`config.mk`:
```
export PLATFORM = sky130hd
export DESIGN_NAME = sar_adc_controller
export DESIGN_NICKNAME = d
export VERILOG_FILES = /design/src/rtl/sar_adc_controller.sv
export SDC_FILE = /design/constraint.sdc
export NUM_CORES = 1
export LEC_CHECK = 0
export CORE_ASPECT_RATIO = 2
export CORE_MARGIN = 3
export CORE_UTILIZATION = 28
export DETAILED_ROUTE_END_ITERATION = 12
export GPL_ROUTABILITY_DRIVEN = 0
export GPL_TIMING_DRIVEN = 0
export PLACE_DENSITY = 0.57
export SLEW_MARGIN = 20
export SYNTH_ARGS = -nofsm -noshare
export SYNTH_HDL_FRONTEND = slang
export SYNTH_SLANG_ARGS = --single-unit
```
`constraint.sdc`:
```
create_clock -name CLK -period 2.15 [get_ports CLK]
set_clock_uncertainty 0.15 [all_clocks]
set_input_delay 0.43 -clock CLK [delete_from_list [all_inputs] [get_ports CLK]]
set_output_delay 0.43 -clock CLK [all_outputs]
set_load 0.02 [all_outputs]
```
`src/rtl/sar_adc_controller.sv`:
```
// Successive-approximation sequencer: track/hold, binary-search DAC trials, result latch.
// Optional SAR_ADC_CONTINUOUS_EN: back-to-back conversions while START stays high.
module sar_adc_controller #(
   parameter int unsigned NBITS         = 10,
   parameter int unsigned SAMPLE_CYCLES = 4,
   parameter int unsigned SETTLE_CYCLES = 2
) (
   input  logic             CLK,
   input  logic             RST,
   input  logic             START,
   input  logic             CMP,
   output logic             SAMPLE,
   output logic [NBITS-1:0] DAC_CODE,
   output logic             BUSY,
   output logic [NBITS-1:0] DATA,
   output logic             EOC
);

   localparam int unsigned CNT_MAX = (SAMPLE_CYCLES > SETTLE_CYCLES) ? SAMPLE_CYCLES : SETTLE_CYCLES;
   localparam int unsigned CNT_W   = $clog2(CNT_MAX + 1);
   localparam int unsigned IDX_W   = (NBITS > 1) ? $clog2(NBITS) : 1;

   typedef enum logic [1:0] {
      ST_IDLE,
      ST_SAMPLE,
      ST_CONV,
      ST_DONE
   } state_t;

   state_t           state;
   logic [CNT_W-1:0] cnt;
   logic [IDX_W-1:0] bit_idx;
   logic [NBITS-1:0] work;

   logic [NBITS-1:0] bit_mask_c;
   logic [NBITS-1:0] next_mask_c;
   logic [NBITS-1:0] work_next_c;

   // Trial bit under test, the one below it, and the resolved code after this compare.
   assign bit_mask_c  = NBITS'(1) << bit_idx;
   assign next_mask_c = bit_mask_c >> 1;
   assign work_next_c = CMP ? (work | bit_mask_c) : (work & ~bit_mask_c);

   always_ff @(posedge CLK or negedge RST) begin
      if (!RST) begin
         state    <= ST_IDLE;
         cnt      <= '0;
         bit_idx  <= '0;
         work     <= '0;
         SAMPLE   <= 1'b0;
         DAC_CODE <= '0;
         BUSY     <= 1'b0;
         DATA     <= '0;
         EOC      <= 1'b0;
      end else begin
         case (state)
            ST_IDLE: begin
               EOC      <= 1'b0;
               DAC_CODE <= '0;
               if (START) begin
                  state  <= ST_SAMPLE;
                  cnt    <= CNT_W'(SAMPLE_CYCLES - 1);
                  SAMPLE <= 1'b1;
                  BUSY   <= 1'b1;
                  work   <= '0;
               end
            end

            ST_SAMPLE: begin
               if (cnt == '0) begin
                  state    <= ST_CONV;
                  cnt      <= CNT_W'(SETTLE_CYCLES - 1);
                  bit_idx  <= IDX_W'(NBITS - 1);
                  work     <= '0;
                  SAMPLE   <= 1'b0;
                  DAC_CODE <= NBITS'(1) << (NBITS - 1);
               end else begin
                  cnt <= cnt - CNT_W'(1);
               end
            end

            // Compare is taken on the last settle cycle of each bit.
            ST_CONV: begin
               if (cnt != '0) begin
                  cnt <= cnt - CNT_W'(1);
               end else begin
                  work <= work_next_c;
                  if (bit_idx == '0) begin
                     state    <= ST_DONE;
                     DATA     <= work_next_c;
                     DAC_CODE <= work_next_c;
                     EOC      <= 1'b1;
                  end else begin
                     bit_idx  <= bit_idx - IDX_W'(1);
                     cnt      <= CNT_W'(SETTLE_CYCLES - 1);
                     DAC_CODE <= work_next_c | next_mask_c;
                  end
               end
            end

            ST_DONE: begin
               EOC      <= 1'b0;
               DAC_CODE <= '0;
`ifdef SAR_ADC_CONTINUOUS_EN
               if (START) begin
                  state  <= ST_SAMPLE;
                  cnt    <= CNT_W'(SAMPLE_CYCLES - 1);
                  SAMPLE <= 1'b1;
                  work   <= '0;
               end else begin
                  state <= ST_IDLE;
                  BUSY  <= 1'b0;
               end
`else
               state <= ST_IDLE;
               BUSY  <= 1'b0;
`endif
            end

            default: begin
               state  <= ST_IDLE;
               SAMPLE <= 1'b0;
               BUSY   <= 1'b0;
               EOC    <= 1'b0;
            end
         endcase
      end
   end

endmodule
```
# Word-level counts from Yosys, hierarchy flattened
# Index checks and enable logic that the tools add are counted.
[word_totals]
regBits = 42
in_bits = 4
out_inout_bits = 23
wordCells = 75
[op_classes]
n_addsub = 2
eq_ne = 9
n_shift = 1
n_mux = 30
n_bitwise = 5
n_reduce_logical = 19
[op_table]
columns = ["op", "count"]
rows = [
  ["2-to-1 mux 10 bit", 7],
  ["case mux 10 bit (3 select lines)", 2],
  ["2-to-1 mux 3 bit", 4],
  ["2-to-1 mux 4 bit", 3],
  ["AND reduction 3 bit", 4],
  ["AND reduction 4 bit", 3],
  ["bitwise AND 10 bit", 1],
  ["!= test 2 bit, second input constant", 5],
  ["inverter 10 bit", 1],
  ["OR 10 bit", 1],
  ["OR 10 x 9 -> 10 bit", 1],
  ["<< shifter 1 x 4 -> 10 bit, first input constant", 1],
  ["case mux 3 bit (3 select lines)", 1],
  ["2-to-1 mux 2 bit", 4],
  ["case mux 2 bit (4 select lines)", 1],
  ["case mux 4 bit (2 select lines)", 1],
  ["nonzero test 2 bit", 4],
  ["case mux 1 bit (2 select lines)", 3],
  ["nonzero test 3 bit", 2],
  ["equality test 2 bit, second input constant", 2],
  ["logical NOT 4 bit", 1],
  ["2-to-1 mux 1 bit", 4],
  ["AND reduction 2 bit", 2],
  ["subtractor 4 x 1 -> 4 bit, second input constant", 1],
  ["7 further kinds", 7],
]

# Depth between registers and ports, before layout
# Gate-level depths: netlist of run 1.
[depth]
word_depth = 8
mapped_depth = 9
depth_no_buf = 6

# Least setup slack after synthesis of run 1
# No wires, ideal clock.
[synth_path]
path_type = "flip-flop to flip-flop"
startpoint = "reg bit_idx[0]"
endpoint = "reg state[1]"
setup_time_ns = 0.125
t_arrival_ns = 1.864
t_required_ns = 1.875
path_slack_ns = 0.011
stages_incl_launch_ff = 7
path_buffers = 1
synth_period_minus_slack_ns = 2.139
cell_sequence = "dfrtp_1 inv_1 ha_1 or3b_1 clkbuf_1 a21oi_1 mux2_2"
[synth_via]
elab_chain_cells = 3
[synth_rtl]
columns = ["item", "line", "rtl"]
rows = [
  ["start: declaration", "32", "logic [IDX_W-1:0] bit_idx;"],
  ["start signal: assignment", "73", "bit_idx <= IDX_W'(NBITS - 1);"],
  ["start signal: assignment", "94", "bit_idx <= bit_idx - IDX_W'(1);"],
  ["logical NOT 4 bit", "88", "if (bit_idx == '0) begin"],
  ["!= test 2 bit (no source line)", "--", ""],
  ["AND reduction 4 bit (no source line)", "--", ""],
  ["end signal: assignment", "89", "state <= ST_DONE;"],
  ["end signal: assignment", "115", "state <= ST_IDLE;"],
  ["end signal: assignment", "121", "state <= ST_IDLE;"],
  ["end: declaration", "30", "state_t state;"],
]
# Every way passes these cells.
# A chain may end at the register's enable or synchronous reset.

# Worst setup path after layout of run 1
[layout_path]
startpoint = "reg bit_idx[0]"
endpoint = "reg DATA[9]"
[layout_via]
elab_chain_cells = 4
word_cells_on_any_way = 7
classes_between = "shift: 1; mux: 1; bitwise: 3; reduce/logical: 2"
[layout_rtl]
columns = ["item", "line", "rtl"]
rows = [
  ["<< shifter 1 x 4 -> 10 bit", "40", "assign bit_mask_c = NBITS'(1) << bit_idx;"],
  ["inverter 10 bit", "42", "assign work_next_c = CMP ? (work | bit_mask_c) : (work & ~bit_mask_c);"],
  ["bitwise AND 10 bit", "42", ""],
  ["2-to-1 mux 10 bit", "42", ""],
  ["end signal: assignment", "90", "DATA <= work_next_c;"],
  ["end: declaration", "15", "output logic [NBITS-1:0] DATA,"],
]
# Parallel ways exist; a longest one is shown, timed or not.

==> results of run 1 <==
==> cells by family (layout without fill, tap and decap cells) <==
logic type	after synthesis	in the layout	share of synthesized area, %
compound gates	71	71	21.0
simple gates	64	64	14.3
flops	42	42	48.4
buf+inv	23	67	4.78
fa+ha+maj	11	11	6.33
mux	11	11	5.18
==> Yosys cell counts (all sizes together), types with 2 or more instances <==
master / n / area share (%)
a21o: 4 / 1.4
a21oi: 7 / 1.6
a22o: 6 / 2.4
a22oi: 2 / 0.69
a31oi: 4 / 1.2
a32oi: 3 / 1.2
buf: 4 / 1.5
clkbuf: 8 / 1.4
dfrtp: 42 / 48
ha: 11 / 6.3
inv: 10 / 1.7
mux2: 2 / 1.0
mux2i: 9 / 4.1
nand2: 30 / 5.2
nand3: 5 / 1.2
nand3b: 6 / 2.1
nor2: 6 / 1.0
nor2b: 3 / 0.86
nor3: 4 / 0.92
o21a: 3 / 1.0
o21ai: 31 / 7.1
o221ai: 2 / 0.81
o31ai: 3 / 1.0
o32a: 2 / 0.92
or3: 3 / 0.86
==> report_power, final <==
group	total [W]	internal (W)	leakage, nW	switching (W)
Sequential	0.00123	0.00104	0.524	0.000190
Combinational	0.00227	0.00102	0.683	0.00125
Clock	0.000866	0.000547	0.0760	0.000318
Total	0.00436	0.00261	1.28	0.00176
==> registers in the layout (all words and copies together), names as in the netlist <==
| signal | flops |
|---|---|
| DATA | 10 |
| cnt | 3 |
| state | 2 |
| bit_idx | 4 |
| work | 10 |
| BUSY | 1 |
| DAC_CODE | 10 |
| EOC | 1 |
| SAMPLE | 1 |
==> routing by layer <==
layer  vias to the layer above  global-route usage [%]  share of wire, %
met3                        16                    2.57               2.4
li1                        882                       -                 -
met5                         -                       0                 0
met2                        41                    25.6                57
met1                       865                    13.3                36
met4                         0                    8.44               4.9
==> per-stage QoR <==
step | TNS, ns | std cells | hold slack, ns | worst slack (ns)
6_report | 0 | 358 | 0.324 | 0.0706
4_1_cts | 0 | 353 | 0.330 | 0.00239
3_3_place_gp | -34.80 | 339 | 0.308 | -0.699
2_1_floorplan | 0 | 222 | -0.0156 | 0.0112
5_1_grt | 0 | 358 | 0.351 | 0.00205
3_5_place_dp | -5.57 | 340 | 0.195 | -0.286
==> area by class of cell <==
class	instances	share of cell area [%]
inverters	11	1.53
repair buffers	37	12.2
well taps	92	4.01
flip-flops and latches	42	36.6
plain buffers	11	2.44
clock inverters	3	1.57
clock buffers	5	4.36
multi-input cells	157	37.3
==> timing repair <==
item	in CTS	in global routing
gates resized for setup	10	14
gates cloned	0	0
buffers inserted	5	5
setup endpoints to repair	33	24
hold buffers	1	0
pin swaps	1	2
hold endpoints to repair	11	0
==> worst reg2reg max path: stages, from the launching register on <==
cell and delay [ns]:
dfrtp_2 0.43, inv_4 0.08, ha_4 0.16, or3b_4 0.39
or3_4 0.34, buf_6 0.14, buf_6 0.13, nand2_1 0.05
o21ai_0 0.07
==> worst paths after layout <==
path | slack (ns) | cells after the start | startpoint | endpoint
min in group asynchronous | 0.41 | 2 | RST | DAC_CODE[9]$_DFFE_PN0P_
worst max-delay path | 0.07 | 8 | bit_idx[0]$_DFFE_PN0P_ | DATA[9]$_DFFE_PN0P_
max in group asynchronous | 0.96 | 3 | RST | bit_idx[0]$_DFFE_PN0P_
worst min register to register | 0.32 | 2 | DAC_CODE[4]$_DFFE_PN0P_ | DAC_CODE[4]$_DFFE_PN0P_
worst max register to register | 0.07 | 8 | bit_idx[0]$_DFFE_PN0P_ | DATA[9]$_DFFE_PN0P_
worst min-delay path | 0.32 | 2 | DAC_CODE[4]$_DFFE_PN0P_ | DAC_CODE[4]$_DFFE_PN0P_
==> results.toml, run 1 <==
[run_status]
status = "finished clean"

[sta]
grt_setup_unrepaired = "no"
setup_viol = 0
max_freq_mhz = 481
period_share_pct = 96.7
drv_slew = 0
min_period_ns = 2.08
hold_viol = 0
tightestPinTransition_ns = 0.593
slew_headroom_pct = 60.2

[detailed_routing]
routed_wirelength_um = 5530
num_vias = 1804
firstDrtPassIters = 4
viasPerCell = 5.04
final_antenna_net_count = 0
post-route-drc-count = 0
initialDrtViolationCount = 66
wl_per_cell_um = 15.4

[layout]
nFillCells = 789
multi_input_area_um2 = 1070
n_antenna_cell = 0
drive_gt1_share_pct = 16.5
area_growth_pct = 32.1
fin_util_pct = 38.9
layout.nets = 280
layout_common_cells = "dfrtp_1, nand2_1, clkdlybuf4s50_1, o21ai_0"
design_area_um2 = 2870
final_common_cell = "dfrtp_1"
seqCellArea_um2 = 1050

[synthesis]
synthArstFlopShare_pct = 100
synth_edf_count = 0
syn_avg_cell_area_um2 = 9.79
ys_ff_latch = 42
synthCells = 222
yosysUniqueCellTypes = 39
synth_top_flop_cell = "dfrtp_1"
synth_area_um2 = 2170
syn_nets = 237
ys_warn_count = 0
yosysSeqAreaShare_pct = 48.4

[critical_path]
cp_top_family = "simple AND/OR/NAND/NOR gates"
worst_path_largest_cell_delay_ns = 0.43
path_cells = "inv_4, ha_4, or3b_4, or3_4, buf_6, buf_6, nand2_1, o21ai_0"
crit_path_frequent_cell = "buf_6"
crit_buf_inv = 3
crit_type = "flop to flop"
cp_max_fo = 10
cp-start-kind = "flop"
end_kind = "flop"
cpMaxStageDelayCell = "dfrtp_2"
critical_path_required_ns = 2.16
arrival_ns = 2.09

[placed_design]
place_hpwl_um = 4170
port_buffers = 25
placed_area_um2 = 2550

[floorplanning]
rows = 44
io_pins = 27
start_util_pct = 29.5
dieWidth_um = 68.3
core-area_um2 = 7380
dieArea_um2 = 8920
die_h_um = 131

[clock_network]
cts-root-buf = "clkbuf_16"
numCtsBuffers = 5
cts_buffer_depth = 2
insertion_delay_ns = 0.29
htree_num_levels = 2
cts_sinks = 42
cts.clk_slew.worst_paths_ns = 0.06
cts_tree = "built"

[grt]
grt_pass1_wl_um = 9030
grt_max_degree = 32
antenna_found_initial = 0
grt.total_usage_pct = 13.8
grt_pass1_vias = 1834
overflow = 0

[hold_path]
worst_hold_path_type = "flop to flop"

[pwr]
power_w = 0.00436
vdd_drop_max_v = 0.000478
p_leak_nw = 1.28
power.density_nw_per_um2 = 1520

[flow_run]
maxCapViolCount = 0
(Power assumes the default switching activity.)
==> run 2: changes to the inputs <==
--- a/config.mk
+++ b/config.mk
@@ -6,7 +6,6 @@
 export NUM_CORES = 1
 export LEC_CHECK = 0
 export CORE_ASPECT_RATIO = 2
-export CORE_MARGIN = 3
 export CORE_UTILIZATION = 28
 export DETAILED_ROUTE_END_ITERATION = 12
 export GPL_ROUTABILITY_DRIVEN = 0
==> results.toml, run 2 (synthesis results as in run 1) <==
[run_status]
status = "finished clean"

[floorplanning]
core-area_um2 = 7540
dieArea_um2 = 8140
rows = 45
start_util_pct = 28.8
die_h_um = 127
io_pins = 27
dieWidth_um = 64.3

[pwr]
vdd_drop_max_v = 0.000570
p_leak_nw = 1.27
power.density_nw_per_um2 = 1520

[layout]
area_growth_pct = 31.3
layout.nets = 277
final_cells = 357
seqCellArea_um2 = 1050
layout_common_cells = "dfrtp_1, nand2_1, clkdlybuf4s50_1, o21ai_0"
final_common_cell = "dfrtp_1"
reg.largest.list = "DAC_CODE (10), DATA (10), work (10)"
nFillCells = 812
multi_input_area_um2 = 1070
drive_gt1_share_pct = 15.2
design_area_um2 = 2850
n_antenna_cell = 0

[detailed_routing]
final_antenna_net_count = 0
initialDrtViolationCount = 63
post-route-drc-count = 0
routed_wirelength_um = 5520
firstDrtPassIters = 4
wl_per_cell_um = 15.4
num_vias = 1788
viasPerCell = 5.01

[sta]
drv_slew = 0
period_share_pct = 97.1
setup_ws_ns = 0.0617
grt_setup_unrepaired = "no"
hold_viol = 0
slew_headroom_pct = 63.4
max_freq_mhz = 479
min_period_ns = 2.09
setup_viol = 0
tightestPinTransition_ns = 0.546
whs_ns = 0.324

[placed_design]
placed_area_um2 = 2560
port_buffers = 25
post-place-ws_ns = -0.286
place_hpwl_um = 4150
dp.cells = 342

[critical_path]
rr_endpoint = "DATA[9]$_DFFE_PN0P_"
r2r_cells = 8
r2r_slack_ns = 0.06
cp_max_fo = 10
r2r_start = "bit_idx[1]$_DFFE_PN0P_"
critical_path_required_ns = 2.16
crit_type = "flop to flop"
crit_buf_inv = 3
arrival_ns = 2.10
cp-startpoint = "bit_idx[1]$_DFFE_PN0P_"
cp_top_family = "simple AND/OR/NAND/NOR gates"
crit_path_end = "DATA[9]$_DFFE_PN0P_"
worst_path_largest_cell_delay_ns = 0.43
end_kind = "flop"
cpMaxStageDelayCell = "dfrtp_2"
worst-path-stages = 8
path_cells = "inv_4, ha_4, or3b_1, or3_1, buf_2, buf_6, nand2_1, o21ai_0"
cp-start-kind = "flop"

[clock_network]
cts.clk_slew.worst_paths_ns = 0.06
cts_tree = "built"
cts-root-buf = "clkbuf_16"
cts_sinks = 42
numCtsBuffers = 5
cts_buffer_depth = 2
insertion_delay_ns = 0.29
htree_num_levels = 2

[hold_path]
worst_hold_path_type = "flop to flop"

[flow_run]
maxCapViolCount = 0

[grt]
grt.total_usage_pct = 14.8
grt_max_degree = 27
grt_pass1_wl_um = 9060
antenna_found_initial = 0
grt_pass1_vias = 1836
overflow = 0
## run 2: changes by cell type in the layout (fill, tap and decap cells not counted), moves of 2 or more
cell     previous run  this run
buf_4              10         7
dfrtp_1            41        39
dfrtp_2             1         3
ha_2                2         0
ha_4                1         3
## run 2: how the worst min path moves through the flow
stage | start | end | slack [ns] | cells past startpoint
2_1_floorplan | RST | BUSY$_DFFE_PN0P_ | -0.02 | 0
3_3_place_gp | DAC_CODE[3]$_DFFE_PN0P_ | DAC_CODE[3]$_DFFE_PN0P_ | 0.31 | 1
3_5_place_dp | RST | DATA[0]$_DFFE_PN0P_ | 0.24 | 1
4_1_cts | DAC_CODE[3]$_DFFE_PN0P_ | DAC_CODE[3]$_DFFE_PN0P_ | 0.33 | 1
5_1_grt | DAC_CODE[3]$_DFFE_PN0P_ | DAC_CODE[3]$_DFFE_PN0P_ | 0.35 | 1
6_report | DAC_CODE[4]$_DFFE_PN0P_ | DAC_CODE[4]$_DFFE_PN0P_ | 0.32 | 2
## run 2: area by class of cell
class | count | share of cell area (%)
Inverter | 11 | 1.62
Tap cell | 94 | 4.12
Clock inverter | 2 | 1.32
Multi-Input combinational cell | 157 | 37.6
Timing Repair Buffer | 34 | 11.5
Clock buffer | 6 | 4.52
Buffer | 11 | 2.37
Sequential cell | 42 | 37.0
## run 2: metrics by stage
step                setup TNS (ns)  utilization [%]  power [W]
global placement            -34.09             33.7    0.00321
finish                           0             37.8    0.00434
floorplan                        0                -    0.00254
CTS                              0             37.3    0.00431
detailed placement           -5.49             33.9    0.00324
global route                     0             37.8    0.00464
## run 2: what timing repair did
item,in CTS,in global routing
hold endpoints to repair,16,0
buffers inserted,6,1
gates resized for setup,16,7
hold buffers,1,0
cloned,0,0
pin swaps,1,0
setup endpoints to repair,29,20
## run 2: per-layer routing
metal	global-route usage (%)	vias up	part of all wire, %
li1	-	876	-
met2	27.7	33	58
met3	2.61	15	2.4
met1	14.4	864	36
met5	0	-	0
met4	9.41	0	3.7
## run 2: power by group
part	total [W]	internal, W	leakage [nW]	switching (W)
Clock	0.000866	0.000548	0.0771	0.000318
Sequential	0.00125	0.00104	0.521	0.000209
Combinational	0.00223	0.000987	0.667	0.00124
Total	0.00434	0.00258	1.27	0.00177
## run 2: tightest hold or removal path, stage by stage, from the launching register on
cell	delay (ns)
dfrtp_1	0.34
nand2_1	0.04
o21ai_0	0.06
